===== src/rtl/arm_regfile_2w_if.sv =====
// Bus bundle for arm_regfile_2w: two write ports, two read ports, PC controls.
// The decode/write-back side uses the master modport, the register file the slave modport.
interface arm_regfile_2w_if #(
  parameter int unsigned DATA_W = 32,
  parameter int unsigned ADDR_W = 4
);
  logic              WE0;
  logic [ADDR_W-1:0] WA0;
  logic [DATA_W-1:0] WD0;
  logic              WE1;
  logic [ADDR_W-1:0] WA1;
  logic [DATA_W-1:0] WD1;
  logic [ADDR_W-1:0] RA;
  logic [ADDR_W-1:0] RB;
  logic [DATA_W-1:0] PA;
  logic [DATA_W-1:0] PB;
  logic              PC_EN;
  logic [DATA_W-1:0] PC_OUT;
  logic              WCOLL;

  modport master (
    output WE0, WA0, WD0, WE1, WA1, WD1, RA, RB, PC_EN,
    input  PA, PB, PC_OUT, WCOLL
  );

  modport slave (
    input  WE0, WA0, WD0, WE1, WA1, WD1, RA, RB, PC_EN,
    output PA, PB, PC_OUT, WCOLL
  );
endinterface


===== src/rtl/arm_regfile_2w.sv =====
// Dual-write, dual-read register file with an auto-incrementing PC register.
// Define REGFILE_BYPASS_EN to forward same-cycle write data onto the read ports.
module arm_regfile_2w #(
  parameter int unsigned DATA_W = 32,
  parameter int unsigned ADDR_W = 4,
  parameter int unsigned PC_IDX = 15,
  parameter int unsigned PC_INC = 4
) (
  input logic              CLK,
  input logic              RESET,
  arm_regfile_2w_if.slave  bus
);
  localparam int                NREGS   = 2 ** ADDR_W;
  localparam int                PC_I    = int'(PC_IDX);
  localparam logic [ADDR_W-1:0] PC_ADDR = ADDR_W'(PC_IDX);
  localparam logic [DATA_W-1:0] PC_STEP = DATA_W'(PC_INC);

  if (PC_I >= NREGS) begin : g_bad_pc_idx
    $error("arm_regfile_2w: PC_IDX must be below 2**ADDR_W");
  end

  logic [DATA_W-1:0] regs_q [NREGS];
  logic [DATA_W-1:0] regs_d [NREGS];
  logic              wcoll_q;
  logic              wcoll_d;
  logic              we1_eff_s;
  logic              pc_written_s;

`ifdef REGFILE_BYPASS_EN
  // Port 0 is checked first so a collision forwards the same data that gets stored.
  function automatic logic [DATA_W-1:0] fwd_read(
    input logic [ADDR_W-1:0] ra,
    input logic [DATA_W-1:0] stored,
    input logic              we0,
    input logic [ADDR_W-1:0] wa0,
    input logic [DATA_W-1:0] wd0,
    input logic              we1,
    input logic [ADDR_W-1:0] wa1,
    input logic [DATA_W-1:0] wd1
  );
    logic [DATA_W-1:0] res;
    if (we0 && (wa0 == ra)) begin
      res = wd0;
    end else if (we1 && (wa1 == ra)) begin
      res = wd1;
    end else begin
      res = stored;
    end
    return res;
  endfunction
`endif

  // Next-state of every register: port 0, then unmasked port 1, then PC increment.
  always_comb begin
    wcoll_d      = bus.WE0 && bus.WE1 && (bus.WA0 == bus.WA1);
    we1_eff_s    = bus.WE1 && !wcoll_d;
    pc_written_s = (bus.WE0 && (bus.WA0 == PC_ADDR)) || (bus.WE1 && (bus.WA1 == PC_ADDR));
    for (int i = 0; i < NREGS; i++) begin
      if (bus.WE0 && (bus.WA0 == ADDR_W'(i))) begin
        regs_d[i] = bus.WD0;
      end else if (we1_eff_s && (bus.WA1 == ADDR_W'(i))) begin
        regs_d[i] = bus.WD1;
      end else if ((i == PC_I) && bus.PC_EN && !pc_written_s) begin
        regs_d[i] = regs_q[i] + PC_STEP;
      end else begin
        regs_d[i] = regs_q[i];
      end
    end
  end

  // State registers with synchronous reset overriding writes and PC increment.
  always_ff @(posedge CLK) begin
    if (RESET) begin
      for (int i = 0; i < NREGS; i++) begin
        regs_q[i] <= '0;
      end
      wcoll_q <= 1'b0;
    end else begin
      regs_q  <= regs_d;
      wcoll_q <= wcoll_d;
    end
  end

  // Read ports; reset forces zero even before the first clearing edge.
  always_comb begin
    if (RESET) begin
      bus.PA = '0;
      bus.PB = '0;
    end else begin
`ifdef REGFILE_BYPASS_EN
      bus.PA = fwd_read(bus.RA, regs_q[bus.RA], bus.WE0, bus.WA0, bus.WD0,
                        bus.WE1, bus.WA1, bus.WD1);
      bus.PB = fwd_read(bus.RB, regs_q[bus.RB], bus.WE0, bus.WA0, bus.WD0,
                        bus.WE1, bus.WA1, bus.WD1);
`else
      bus.PA = regs_q[bus.RA];
      bus.PB = regs_q[bus.RB];
`endif
    end
    bus.PC_OUT = regs_q[PC_I];
    bus.WCOLL  = wcoll_q;
  end
endmodule


===== src/flat_wrapper.sv =====
// flat-port wrapper written by rule: the top's interface ports become plain ports
module arm_regfile_2w_flat 
#(
  parameter int unsigned DATA_W = 32,
  parameter int unsigned ADDR_W = 4,
  parameter int unsigned PC_IDX = 15,
  parameter int unsigned PC_INC = 4
)
  (CLK, RESET, bus_WE0, bus_WA0, bus_WD0, bus_WE1, bus_WA1, bus_WD1, bus_RA, bus_RB, bus_PC_EN, bus_PA, bus_PB, bus_PC_OUT, bus_WCOLL);
  arm_regfile_2w_if #(.DATA_W(DATA_W), .ADDR_W(ADDR_W)) bus_i ();
  input logic CLK;
  input logic RESET;
  input wire logic [$bits(bus_i.WE0)-1:0] bus_WE0;
  input wire logic [$bits(bus_i.WA0)-1:0] bus_WA0;
  input wire logic [$bits(bus_i.WD0)-1:0] bus_WD0;
  input wire logic [$bits(bus_i.WE1)-1:0] bus_WE1;
  input wire logic [$bits(bus_i.WA1)-1:0] bus_WA1;
  input wire logic [$bits(bus_i.WD1)-1:0] bus_WD1;
  input wire logic [$bits(bus_i.RA)-1:0] bus_RA;
  input wire logic [$bits(bus_i.RB)-1:0] bus_RB;
  input wire logic [$bits(bus_i.PC_EN)-1:0] bus_PC_EN;
  output wire logic [$bits(bus_i.PA)-1:0] bus_PA;
  output wire logic [$bits(bus_i.PB)-1:0] bus_PB;
  output wire logic [$bits(bus_i.PC_OUT)-1:0] bus_PC_OUT;
  output wire logic [$bits(bus_i.WCOLL)-1:0] bus_WCOLL;
  assign bus_i.WE0 = bus_WE0;
  assign bus_i.WA0 = bus_WA0;
  assign bus_i.WD0 = bus_WD0;
  assign bus_i.WE1 = bus_WE1;
  assign bus_i.WA1 = bus_WA1;
  assign bus_i.WD1 = bus_WD1;
  assign bus_i.RA = bus_RA;
  assign bus_i.RB = bus_RB;
  assign bus_i.PC_EN = bus_PC_EN;
  assign bus_PA = bus_i.PA;
  assign bus_PB = bus_i.PB;
  assign bus_PC_OUT = bus_i.PC_OUT;
  assign bus_WCOLL = bus_i.WCOLL;
  arm_regfile_2w #(.DATA_W(DATA_W), .ADDR_W(ADDR_W), .PC_IDX(PC_IDX), .PC_INC(PC_INC)) u_core (.CLK(CLK), .RESET(RESET), .bus(bus_i));
endmodule

===== config.mk =====
export PLATFORM = sky130hd
export DESIGN_NAME = arm_regfile_2w_flat
export DESIGN_NICKNAME = d
export VERILOG_FILES = /design/src/rtl/arm_regfile_2w_if.sv /design/src/rtl/arm_regfile_2w.sv /design/src/flat_wrapper.sv
export SDC_FILE = /design/constraint.sdc
export NUM_CORES = 1
export LEC_CHECK = 0
export BUFFER_PORTS_ARGS = -buffer_cell sky130_fd_sc_hd__buf_2
export CAP_MARGIN = 10
export CORE_MARGIN = 4
export CORE_UTILIZATION = 27
export CTS_CLUSTER_DIAMETER = 150
export DETAILED_ROUTE_END_ITERATION = 16
export SLEW_MARGIN = 20
export SYNTH_ARGS = -nofsm -noshare
export SYNTH_HDL_FRONTEND = slang
export SYNTH_SLANG_ARGS = --single-unit

===== constraint.sdc =====
create_clock -name CLK -period 5.7 [get_ports CLK]
set_input_delay 0.855 -clock CLK [delete_from_list [all_inputs] [get_ports CLK]]
set_output_delay 0.855 -clock CLK [all_outputs]
set_load 0.02 [all_outputs]

==> reports/results.txt <==
Critical Path Source Type -> input pin
synth warn -> 0
worst min-delay path category -> flop to flop
Final setup viols -> 0
Seq cells post-synth -> 513
Yosys top cell by area -> dfxtp_1
Clock Pin Slew Worst Setup and Hold Paths -> 0.06 ns
RSZ-0062 raised after global routing -> no
crit end category -> primary output
DRT iter0 DRCs -> 4390
Yosys top cell area share -> 31.42%
initial antenna violation count -> 39
Synth Instances -> 3385
starting density of the core -> 27.21%
root buf cell -> clkbuf_16
global-route wire length before repair -> 213.7 mm
largest net degree at the start of global routing -> 184
Rows -> 127
core area -> 0.1201 mm²
Worst Setup Path Type -> input pin to primary output
Avg Vias per Cell -> 6.326
ANT nets after route -> 0
Req. time, crit path -> 4.85 ns
Layout Nets -> 3300
hold slack -> 0.5748 ns
Pwr Total -> 9276 µW
GPL Wtd Cong -> 0.8534
CTS tree -> built
largest cells by area after synthesis -> dfxtp_1 31%, mux4_2 22%, mux2i_1 7.8%
Sink Count -> 513
port bufs -> 181
TritonCTS buffer count -> 54
syn_area_per_cell -> 9.655 µm²
ys async rst share -> 0%
register area share after synthesis -> 31.42%
Netlist cell types -> 58
Hold Vio Cnt, Final -> 0
Post-synth EDFFs -> 0
Leak -> 0.01151 µW
Post-CTS Setup Inserts -> 0
DRC viols -> 0
slew margin rel. -> 17.63%
CTS resizes -> 0
period utilization -> 74.44%
Synth Flop Type -> dfxtp_1
die area -> 0.1267 mm²
# Max-Cap Violations -> 0
hold_buf cts -> 0
Die X -> 355.9 µm
Setup TNS Final -> 0 ns
vias in the first global route -> 29550
All-Layer GR Usage -> 22.79%
Arrival @ worst endpoint -> 3.39 ns
Die H -> 355.9 µm
detailed-route wire length -> 150.0 mm
share of cells above drive strength 1 -> 22.67%
cell area after synthesis -> 0.03268 mm²
clock latency at the later pin of the worst-skew pair -> 0.66 ns
GRT overflow -> 0
Fin Clk Skew -> 0.02178 ns
Finished Core Util -> 30.24%
CP Max Fanout -> 48
dpl hpwl -> 87.04 mm
Reg2Reg Setup Slack -> 2.74 ns
Final min period -> 4.243 ns
Area growth, synth to finish -> 11.14%
Worst Max-Slew Pin Slew -> 1.236 ns
Syn Nets -> 3471
wire per inst -> 30.70 µm
Vias -> 30920
fillers -> 12520
Max clock buf depth -> 3
Pwr per Cell Area -> 255.4 mW/mm²
I/O pin total -> 182
Peak VDD IR -> 253.7 µV
H-tree Lvls -> 2
fmax -> 235.7 MHz
status -> finished clean
Final Max Tran Viols -> 0
drt pass-1 iters -> 7
## cells in the mapped netlist, types with 9 or more instances
master,count
nor3_1,508
clkbuf_1,319
buf_4,32
and2_1,64
nand2_1,490
a211oi_1,267
inv_1,17
a311oi_1,237
xor2_1,12
nor4_1,11
o221ai_1,14
buf_6,24
o22ai_1,9
dfxtp_1,513
buf_2,39
xnor2_1,9
nand3_1,19
or2_1,9
nor2_1,30
buf_1,72
mux4_2,320
mux2i_1,256
## routing by layer
layer / vias to the layer above / GRT usage (%) / wire [µm]
met4: 28 / 16.46 / 11920
met3: 638 / 6.460 / 18100
li1: 12730 / - / -
met5: - / 0 / 181
met1: 15250 / 28.29 / 54860
met2: 2275 / 33.82 / 64980
## where the power goes
part	internal, µW	switching (µW)	leakage (µW)
clock	2240	1670	0.000915
combinational	565	899	0.00642
sequential	3740	167	0.00417
total	6540	2730	0.0115
## sequential cells by signal, summed over array words and instances, names as in the netlist
signal	flops
u_core.bus.PC_OUT	32
u_core.bus.WCOLL	1
u_core.regs_q	480
## critical path, cell delays in order
cell    delay (ns)
buf_8         0.45
buf_4         0.49
mux4_2        0.57
mux4_2        0.54
and2_1        0.19
buf_2         0.18
## final timing paths
| check | start | endpoint | cells after the start |
|---|---|---|---|
| worst max-delay path | bus_RB[0] | bus_PB[12] | 6 |
| worst min register to register | u_core.bus.PC_OUT[0] | u_core.bus.PC_OUT[0] | 2 |
| worst max register to register | u_core.bus.PC_OUT[10] | u_core.bus.PC_OUT[23] | 5 |
| worst min-delay path | u_core.bus.PC_OUT[0] | u_core.bus.PC_OUT[0] | 2 |
## area by class of cell
type                            instances  area, µm²  area share, %
Clock buffer                           76       1534          4.223
Clock inverter                         22      342.8         0.9438
Timing Repair Buffer                  267       1674          4.609
Multi-Input combinational cell       2361      20370          56.09
Inverter                               17      63.81         0.1757
Antenna cell                           20      50.05         0.1378
Sequential cell                       513      10270          28.27
Tap cell                             1612       2017          5.552
## logic make-up (layout without fill, tap and decap cells)
family,count (synthesis),in the layout,share of synthesized area [%]
xor gates and xnor gates,21,21,0.5628
buffers and inverters,511,382,6.967
muxes,576,576,29.89
and+or+nand+nor,1175,1175,16.59
DFF,513,513,31.42
adders and majority gates,1,1,0.03828
other,0,20,0
AOI/OAI and AO/OA,588,588,14.53
## placed cells by master (no fill, tap or decap), types with 14 or more instances in the layout
| cell type | Yosys | final |
|---|---|---|
| o221ai_1 | 14 | 14 |
| nor2_1 | 30 | 18 |
| or2_2 | 3 | 17 |
| dfxtp_1 | 513 | 513 |
| clkbuf_16 | 0 | 54 |
| nor3_1 | 508 | 504 |
| a211oi_1 | 267 | 262 |
| and2_1 | 64 | 64 |
| nand3_1 | 19 | 18 |
| nand2_1 | 490 | 485 |
| buf_2 | 39 | 174 |
| inv_1 | 17 | 16 |
| a311oi_1 | 237 | 237 |
| mux4_2 | 320 | 320 |
| mux2i_1 | 256 | 256 |
| buf_4 | 32 | 82 |
| diode_2 | 0 | 20 |
## through the flow
stage | area [µm²] | cells | setup slack, ns
final | 36320 | 4888 | 1.457
after global routing | 36300 | 4877 | 1.309
after CTS | 36270 | 4868 | 1.486
after detailed placement | 34400 | 4770 | 1.482
after global placement | 34400 | 4770 | 1.501
after floorplan | 32680 | 3385 | 1.943
No activity file was read; power rests on OpenSTA's default activity.
